## src/rtl/tree_vote_scheduler.sv

```systemverilog
// Shares one tree-evaluation port across all class trees, counts one vote
// counter per class, then reports the argmax class with a valid/ready result.
module tree_vote_scheduler #(
    parameter int NUM_FEAT        = 51,
    parameter int NUM_CLASSES     = 5,
    parameter int TREES_PER_CLASS = 6
) (
    input  logic                            i_clk,
    input  logic                            i_rst,
    input  logic                            i_in_valid,
    output logic                            o_in_ready,
    input  logic [NUM_FEAT-1:0]             i_in_features,
    output logic [NUM_FEAT-1:0]             o_tree_feat,
    output logic [$clog2(NUM_CLASSES)-1:0]  o_tree_class,
    output logic [((TREES_PER_CLASS > 1) ? $clog2(TREES_PER_CLASS) : 1)-1:0] o_tree_idx,
    output logic                            o_tree_en,
    input  logic                            i_tree_out,
    output logic                            o_out_valid,
    input  logic                            i_out_ready,
    output logic [$clog2(NUM_CLASSES)-1:0]  o_out_class,
    output logic [$clog2(TREES_PER_CLASS+1)-1:0] o_out_votes,
    output logic                            o_out_tie
);
    localparam int CW = $clog2(NUM_CLASSES);
    localparam int TW = (TREES_PER_CLASS > 1) ? $clog2(TREES_PER_CLASS) : 1;
    localparam int VW = $clog2(TREES_PER_CLASS + 1);
    localparam logic [CW-1:0] LAST_C = CW'(NUM_CLASSES - 1);
    localparam logic [TW-1:0] LAST_T = TW'(TREES_PER_CLASS - 1);

    typedef enum logic [1:0] {
        S_IDLE   = 2'd0,
        S_EVAL   = 2'd1,
        S_DECIDE = 2'd2,
        S_OUT    = 2'd3
    } state_t;

    state_t             r_state;
    logic [NUM_FEAT-1:0] r_feat;
    logic [CW-1:0]      r_cls;
    logic [TW-1:0]      r_idx;
    logic               r_tree_en;
    logic               r_in_ready;
    logic               r_out_valid;
    logic [CW-1:0]      r_out_class;
    logic [VW-1:0]      r_out_votes;
    logic               r_out_tie;
    logic [VW-1:0]      r_votes [NUM_CLASSES];

    logic [CW-1:0]      w_best_cls;
    logic [VW-1:0]      w_best_votes;
    logic               w_tie;

    // Strict '>' keeps the lowest class index on equal counts
    always_comb begin
        w_best_cls   = '0;
        w_best_votes = r_votes[0];
        w_tie        = 1'b0;
        for (int k = 1; k < NUM_CLASSES; k++) begin
            if (r_votes[k] > w_best_votes) begin
                w_best_votes = r_votes[k];
                w_best_cls   = CW'(k);
            end
        end
        for (int k = 0; k < NUM_CLASSES; k++) begin
            if (CW'(k) != w_best_cls && r_votes[k] == w_best_votes)
                w_tie = 1'b1;
        end
    end

    always_ff @(posedge i_clk) begin
        if (i_rst) begin
            r_state     <= S_IDLE;
            r_feat      <= '0;
            r_cls       <= '0;
            r_idx       <= '0;
            r_tree_en   <= 1'b0;
            r_in_ready  <= 1'b1;
            r_out_valid <= 1'b0;
            r_out_class <= '0;
            r_out_votes <= '0;
            r_out_tie   <= 1'b0;
            for (int k = 0; k < NUM_CLASSES; k++)
                r_votes[k] <= '0;
        end else begin
            unique case (r_state)
                S_IDLE: begin
                    if (i_in_valid) begin
                        r_feat     <= i_in_features;
                        r_cls      <= '0;
                        r_idx      <= '0;
                        r_tree_en  <= 1'b1;
                        r_in_ready <= 1'b0;
                        r_state    <= S_EVAL;
                        for (int k = 0; k < NUM_CLASSES; k++)
                            r_votes[k] <= '0;
                    end
                end
                S_EVAL: begin
                    if (i_tree_out)
                        r_votes[r_cls] <= r_votes[r_cls] + 1'b1;
                    if (r_idx == LAST_T) begin
                        r_idx <= '0;
                        if (r_cls == LAST_C) begin
                            r_cls     <= '0;
                            r_tree_en <= 1'b0;
                            r_state   <= S_DECIDE;
                        end else begin
                            r_cls <= r_cls + 1'b1;
                        end
                    end else begin
                        r_idx <= r_idx + 1'b1;
                    end
                end
                S_DECIDE: begin
                    r_out_class <= w_best_cls;
                    r_out_votes <= w_best_votes;
                    r_out_tie   <= w_tie;
                    r_out_valid <= 1'b1;
                    r_state     <= S_OUT;
                end
                S_OUT: begin
                    if (i_out_ready) begin
                        r_out_valid <= 1'b0;
                        r_in_ready  <= 1'b1;
                        r_state     <= S_IDLE;
                    end
                end
                default: r_state <= S_IDLE;
            endcase
        end
    end

    assign o_in_ready   = r_in_ready;
    assign o_tree_feat  = r_feat;
    assign o_tree_class = r_cls;
    assign o_tree_idx   = r_idx;
    assign o_tree_en    = r_tree_en;
    assign o_out_valid  = r_out_valid;
    assign o_out_class  = r_out_class;
    assign o_out_votes  = r_out_votes;
    assign o_out_tie    = r_out_tie;
endmodule

```

## config.mk

```make
export PLATFORM = sky130hd
export DESIGN_NAME = tree_vote_scheduler
export DESIGN_NICKNAME = d
export VERILOG_FILES = /design/src/rtl/tree_vote_scheduler.sv
export SDC_FILE = /design/constraint.sdc
export NUM_CORES = 1
export LEC_CHECK = 0
export CAP_MARGIN = 10
export CELL_PAD_IN_SITES_DETAIL_PLACEMENT = 1
export CELL_PAD_IN_SITES_GLOBAL_PLACEMENT = 1
export CORE_AREA = 3 3 118 120
export CTS_CLUSTER_DIAMETER = 80
export CTS_CLUSTER_SIZE = 16
export DETAILED_ROUTE_END_ITERATION = 7
export DIE_AREA = 0 0 121 123
export MAX_ROUTING_LAYER = met4
export PLACE_DENSITY = 0.76
export SLEW_MARGIN = 25
export SYNTH_ARGS = -nofsm -noshare
export SYNTH_HDL_FRONTEND = slang
export SYNTH_SLANG_ARGS = --single-unit
```

## constraint.sdc

```tcl
create_clock -name i_clk -period 6.8 [get_ports i_clk]
set_input_delay 1.36 -clock i_clk [delete_from_list [all_inputs] [get_ports i_clk]]
set_output_delay 1.36 -clock i_clk [all_outputs]
set_load 0.1 [all_outputs]
```

==> results of run 1 <==
[cell type report]
cell class	instances	area, sq um
fillers	1497	6860
flip-flops and latches	96	2160
repair buffers	124	1230
inverters	14	52.6
clock buffers	12	246
multi-input cells	383	2290
clock inverters	4	28.8
well taps	176	220
[path summary, 6_finish.rpt]
kind | end | slack, ps
max | o_out_tie$_SDFFE_PP0P_ | 670
min | o_tree_feat[12]$_SDFFE_PP0P_ | 450
max reg2reg | o_out_tie$_SDFFE_PP0P_ | 670
min reg2reg | o_tree_feat[12]$_SDFFE_PP0P_ | 450
[cells in the final DEF, fill, tap and decap left out, types with 8 or more instances in the layout]
cell type	instances
inv_1	14
edfxtp_1	24
a21oi_1	67
ha_1	19
o21ai_0	8
nor2_1	39
clkbuf_16	9
dfxtp_1	72
mux2i_1	8
clkdlybuf4s50_1	121
nand2_1	130
[worst reg2reg max path: stages, from the launching register on]
cell	delay, ps
edfxtp_1	450
inv_1	90
ha_1	390
or4b_1	490
o221ai_1	80
a32o_2	200
ha_1	250
nor2b_1	150
o22a_2	230
nand2_1	210
mux2i_2	390
inv_1	90
ha_1	290
a32o_1	460
o211ai_2	210
o21ai_0	170
ha_1	310
nand3b_1	130
nand2_1	110
and2_1	230
nor2_1	120
a22o_1	280
xor2_1	220
nor3_1	80
o32ai_1	270
a31oi_1	110
[cells by family after synthesis]
kind of cell / count (synthesis)
simple gates: 216
compound gates: 118
flops: 96
buf+inv: 42
mux: 20
fa+ha+maj: 19
xor+xnor: 10
[sequential cells by signal, summed over array words and instances, names as in the netlist, named ones only]
register,cells
o_in_ready,1
o_out_class,3
o_out_tie,1
o_out_valid,1
o_out_votes,3
o_tree_class,3
o_tree_en,1
o_tree_feat,51
o_tree_idx,3
r_state,2
r_votes,24
[routing by layer]
layer,global-route usage (%),part of all wire [%]
met1,22.7,42
met4,5.67,2.2
met5,-,0
met3,7.04,6.9
met2,32.4,49
[metrics by stage]
step	instance area (sq um)	worst slack, ps	util, %	cells	hold WS (ps)
2_1_floorplan	4660	1490	-	521	508
3_3_place_gp	5950	959	45.5	793	441
3_5_place_dp	5950	724	45.5	793	448
4_1_cts	6230	695	47.6	809	456
5_1_grt	6230	186	47.6	809	476
6_report	6230	669	47.6	809	454
==> run summary, run 1 <==
Post-synth net total: 596
Maxcap violations: 0
Routed wire length: 14100 um
Vias in the first global route: 4297
Worst Hold Depth: 2
Die Width: 121 um
Critical path fanouts, max: 13
Drt via density: 5.14
XOR/XNOR Fraction of Synth Area: 1.88%
Post-CTS setup buffers: 0
Root buf cell: clkbuf_16
WS Path Type: register to register
Fin Setup TNS: 0 ps
Clock Skew: 7.55 ps
Largest family of logic cells by synthesized area: simple AND/OR/NAND/NOR gates
RSZ-0062 raised after global routing: false
Layout cells sized above 1: 6.48%
Delay-heaviest family, CP: compound AO/OA/AOI/OAI gates
CTS tree: built
HPWL after detailed placement: 10300 um
TritonCTS buffer count: 9
Top post-synthesis cells by area: dfxtp_1 (31%), edfxtp_1 (15%), nand2_1 (10%)
Crit. path cell count: 25
Status: completed
CP max stage cell: or4b_1
Buf/Inv on CP: 2
Core ar.: 13100 sq um
Hold buffers post-CTS: 0
Number of detailed-route iterations in the first pass: 4
Startpoint types: register
Ant. Diodes: 0
Portion of netlist area occupied by mux cells: 6.18%
WP data required: 7020 ps
Register area share after synthesis: 46.4%
Routed vias: 4157
Synth area leader: dfxtp_1
Post-synth EDFFs: 24
Worst-case clock buffer depth: 2
Yosys top cell area share: 31.0%
Per-instance average area after synthesis: 8.94 sq um
First-pass GRT wire length: 22300 um
Remaining DRCs: 0
Area Overhead vs Synth: 33.8%
TritonCTS Sinks: 96
Reg2reg start: r_votes[1][0]$_SDFFCE_PN0P_
Crit end category: register
Most numerous cell in the Yosys netlist: nand2_1
GRT Overall Usage: 19.6%
Critical Path Start: r_votes[1][0]$_SDFFCE_PN0P_
DRT iter0 DRCs: 219
Cell row count: 42
Synth unique cells: 62
Largest stage delay on the critical path: 490 ps
Pin count of the biggest net entering global routing: 72
Most frequent cells after synthesis: nand2_1 (130), dfxtp_1 (72), a21oi_1 (67), nor2_1 (39), edfxtp_1 (24)
Ys Warns: 0
Synthesized flop and latch total: 96
Final net count: 703
H-Tree Depth: 3
Pin slew with the least headroom to its limit: 1040 ps
Final setup violation count: 0
Final number of hold-violating endpoints: 0
Clk Latency, worst-skew pair: 350 ps
Most frequent CP cell: ha_1
Synth Area in Compound Gates: 15.8%
Clock transition at the registers of the reported paths: 70 ps
Initial antenna violation count: 0
PortBufs: 122
Fin crit share: 90.2%
Resized Gates After CTS: 0
Cell Area, Synth: 4660 sq um
Asr flop ratio synth: 0%
Placer congestion estimate: 0.872
Most used DFF post-synth: dfxtp_1
Top Ports: 123
Hold_sp: o_tree_feat[12]$_SDFFE_PP0P_
Hold WC Path Type: register to register
Initial core utilization: 35.6%
F_max: 163 MHz
Overflow after GRT: 0
Die area: 14900 sq um
Relative slew slack: 30.4%
Slew Viols, Final: 0
R2R depth: 25
Die Y: 123 um
Syn Inst Count: 521
Post-synthesis simple-gate area fraction: 20.2%
Wire length per cell: 17.4 um
Final ANT Viol Nets: 0
Data arrival, critical path: 6350 ps
Adder-Cell Fraction of Synth Area: 5.11%
Fin crit period: 6130 ps
Power of run 1 is left out: the tool's default activity adds up to more than one toggle a clock period on the data nets, which glitch-free logic cannot reach.
==> inputs of run 2 (changes only) <==
- CORE_AREA: 3 3 118 120 -> 3 3 117 119
- CTS_BUF_LIST: default -> sky130_fd_sc_hd__clkbuf_2 sky130_fd_sc_hd__clkbuf_4 sky130_fd_sc_hd__clkbuf_8
- DIE_AREA: 0 0 121 123 -> 0 0 120 122
- PLACE_DENSITY: 0.76 -> 0.77
==> run 2 against run 1 <==
- cell area down 1.3%
- die area down 1.6%
- register-to-register slack about the same
- first-iteration DRC count down 7.3%
- worst hold slack better by 7.9 ps
- non-clock buffer count unchanged
- worst setup slack worse by 12 ps
- final cell count down 0.49%
- routed wire length down 0.99%
- clock skew up 5.3 ps
==> run summary, run 2 (synthesis results as in run 1) <==
Core ar.: 12700 sq um (-3.2%)
Clock transition at the registers of the reported paths: 100 ps (+30 ps)
F_max: 163 MHz (-0.19%)
Top Ports: 123 (unchanged)
PortBufs: 122 (unchanged)
Reg2reg start: r_votes[1][1]$_SDFFCE_PN0P_
Worst-case clock buffer depth: 2 (unchanged)
Worst R2R Setup Slack: 660 ps (about the same)
Root buf cell: clkbuf_8
Worst hold endpoint: o_tree_feat[36]$_SDFFE_PP0P_
Routed vias: 4135 (-0.53%)
First-pass GRT wire length: 22000 um (-1.5%)
Drt via density: 5.14 (about the same)
Crit end category: register
Routed wire length: 13900 um (-0.99%)
Status: completed
HPWL after detailed placement: 10400 um (+0.34%)
Vias in the first global route: 4322 (+0.58%)
Pin slew with the least headroom to its limit: 1040 ps (-2.72 ps)
Remaining DRCs: 0 (unchanged)
Initial core utilization: 36.7% (+1.2 points)
R2R depth: 25 (unchanged)
Die Width: 120 um (-0.83%)
Die Y: 122 um (-0.81%)
Number of detailed-route iterations in the first pass: 4 (unchanged)
GRT Overall Usage: 19.5% (-0.19 points)
Relative slew slack: 30.6% (+0.18 points)
Fin crit period: 6140 ps (+11.6 ps)
Most frequent cells in the layout: nand2_1 (130), clkdlybuf4s50_1 (121), dfxtp_1 (72)
RSZ-0062 raised after global routing: false
Post-CTS setup buffers: 0 (unchanged)
Fin crit share: 90.3% (+0.17 points)
Fin Setup TNS: 0 ps (unchanged)
Die area: 14600 sq um (-1.6%)
H-Tree Depth: 3 (unchanged)
Worst Hold Depth: 2 (unchanged)
TritonCTS Sinks: 96 (unchanged)
Initial antenna violation count: 0 (unchanged)
Area Overhead vs Synth: 32.1%
Data arrival, critical path: 6450 ps (+100 ps)
Resized Gates After CTS: 0 (unchanged)
Placer congestion estimate: 0.875 (+0.44%)
Wire length per cell: 17.3 um (-0.50%)
Ant. Diodes: 0 (unchanged)
Pin count of the biggest net entering global routing: 72 (unchanged)
CTS tree: built
Final ANT Viol Nets: 0 (unchanged)
Final number of hold-violating endpoints: 0 (unchanged)
Cell row count: 41 (-2.4%)
Critical path fanouts, max: 13 (unchanged)
TritonCTS buffer count: 9 (unchanged)
Final net count: 703 (unchanged)
Finished Core Util: 48.5% (+0.92 points)
Slew Viols, Final: 0 (unchanged)
Final setup violation count: 0 (unchanged)
Hold buffers post-CTS: 0 (unchanged)
Clk Latency, worst-skew pair: 380 ps (+30 ps)
WS Path Type: register to register
Hold_sp: o_tree_feat[36]$_SDFFE_PP0P_
Maxcap violations: 0 (unchanged)
Startpoint types: register
Max FFs per register: 51 (unchanged)
Hold WC Path Type: register to register
Overflow after GRT: 0 (unchanged)
Layout cells sized above 1: 6.79% (+0.32 points)
WP data required: 7110 ps (+90 ps)
Clock Skew: 12.9 ps (+5.35 ps)
Most common cell after layout, fill and taps aside: nand2_1
DRT iter0 DRCs: 203 (-7.3%)
Fillers: 1528 (+2.1%)
R2R Path End: o_out_tie$_SDFFE_PP0P_
-- run 2: final cells by class --
class,count,area (sq um),share of cell area [%]
Tap cell,172,215,3.50
Multi-Input combinational cell,383,2290,37.2
Clock buffer,11,145,2.36
Inverter,14,52.6,0.855
Clock inverter,5,55.1,0.895
Timing Repair Buffer,124,1230,20.0
Sequential cell,96,2160,35.2
-- run 2: worst max-delay path by stage --
stage | slack (ps) | cells after the start | from | endpoint
floorplan | 1490 | 29 | r_votes[1][0]$_SDFFCE_PN0P_ | o_out_tie$_SDFFE_PP0P_
global placement | 1030 | 24 | r_votes[1][1]$_SDFFCE_PN0P_ | o_out_tie$_SDFFE_PP0P_
detailed placement | 720 | 25 | r_votes[1][1]$_SDFFCE_PN0P_ | o_out_tie$_SDFFE_PP0P_
CTS | 690 | 25 | r_votes[1][1]$_SDFFCE_PN0P_ | o_out_tie$_SDFFE_PP0P_
global route | 110 | 24 | r_votes[1][1]$_SDFFCE_PN0P_ | o_out_tie$_SDFFE_PP0P_
finish | 660 | 25 | r_votes[1][1]$_SDFFCE_PN0P_ | o_out_tie$_SDFFE_PP0P_
-- run 2: per-stage QoR --
| stage | hold slack, ps | instances | instance area [sq um] | worst slack, ps |
|---|---|---|---|---|
| 2_1_floorplan | 508 | 521 | 4660 | 1490 |
| 3_3_place_gp | 441 | 789 | 5950 | 1030 |
| 3_5_place_dp | 450 | 789 | 5950 | 718 |
| 4_1_cts | 463 | 805 | 6150 | 688 |
| 5_1_grt | 479 | 805 | 6150 | 111 |
| 6_report | 462 | 805 | 6150 | 657 |
-- run 2: critical path, cell delays in order, from the launching register on --
cell and delay (ps):
edfxtp_1 500, ha_1 460, or4b_1 460, o221ai_1 90, a32o_2 200, ha_1 250, nor2b_1 150, o22a_2 230
nand2_1 220, mux2i_2 380, inv_1 80, ha_1 190, nand3b_1 190, a32o_1 380, o211ai_2 160, o21ai_0 160
ha_1 330, nand3b_1 130, and2_1 170, o211ai_1 100, o21ai_2 350, xnor2_1 170, o31ai_1 110, nor4b_1 370
a31oi_1 90, a31oi_1 170
-- run 2: per-layer routing --
metal | track usage [%] | part of all wire, %
met1 | 23.1 | 43
met2 | 32.7 | 50
met3 | 4.60 | 5.2
met4 | 6.44 | 1.5
met5 | - | 0
Power of run 2 is left out for the same reason.
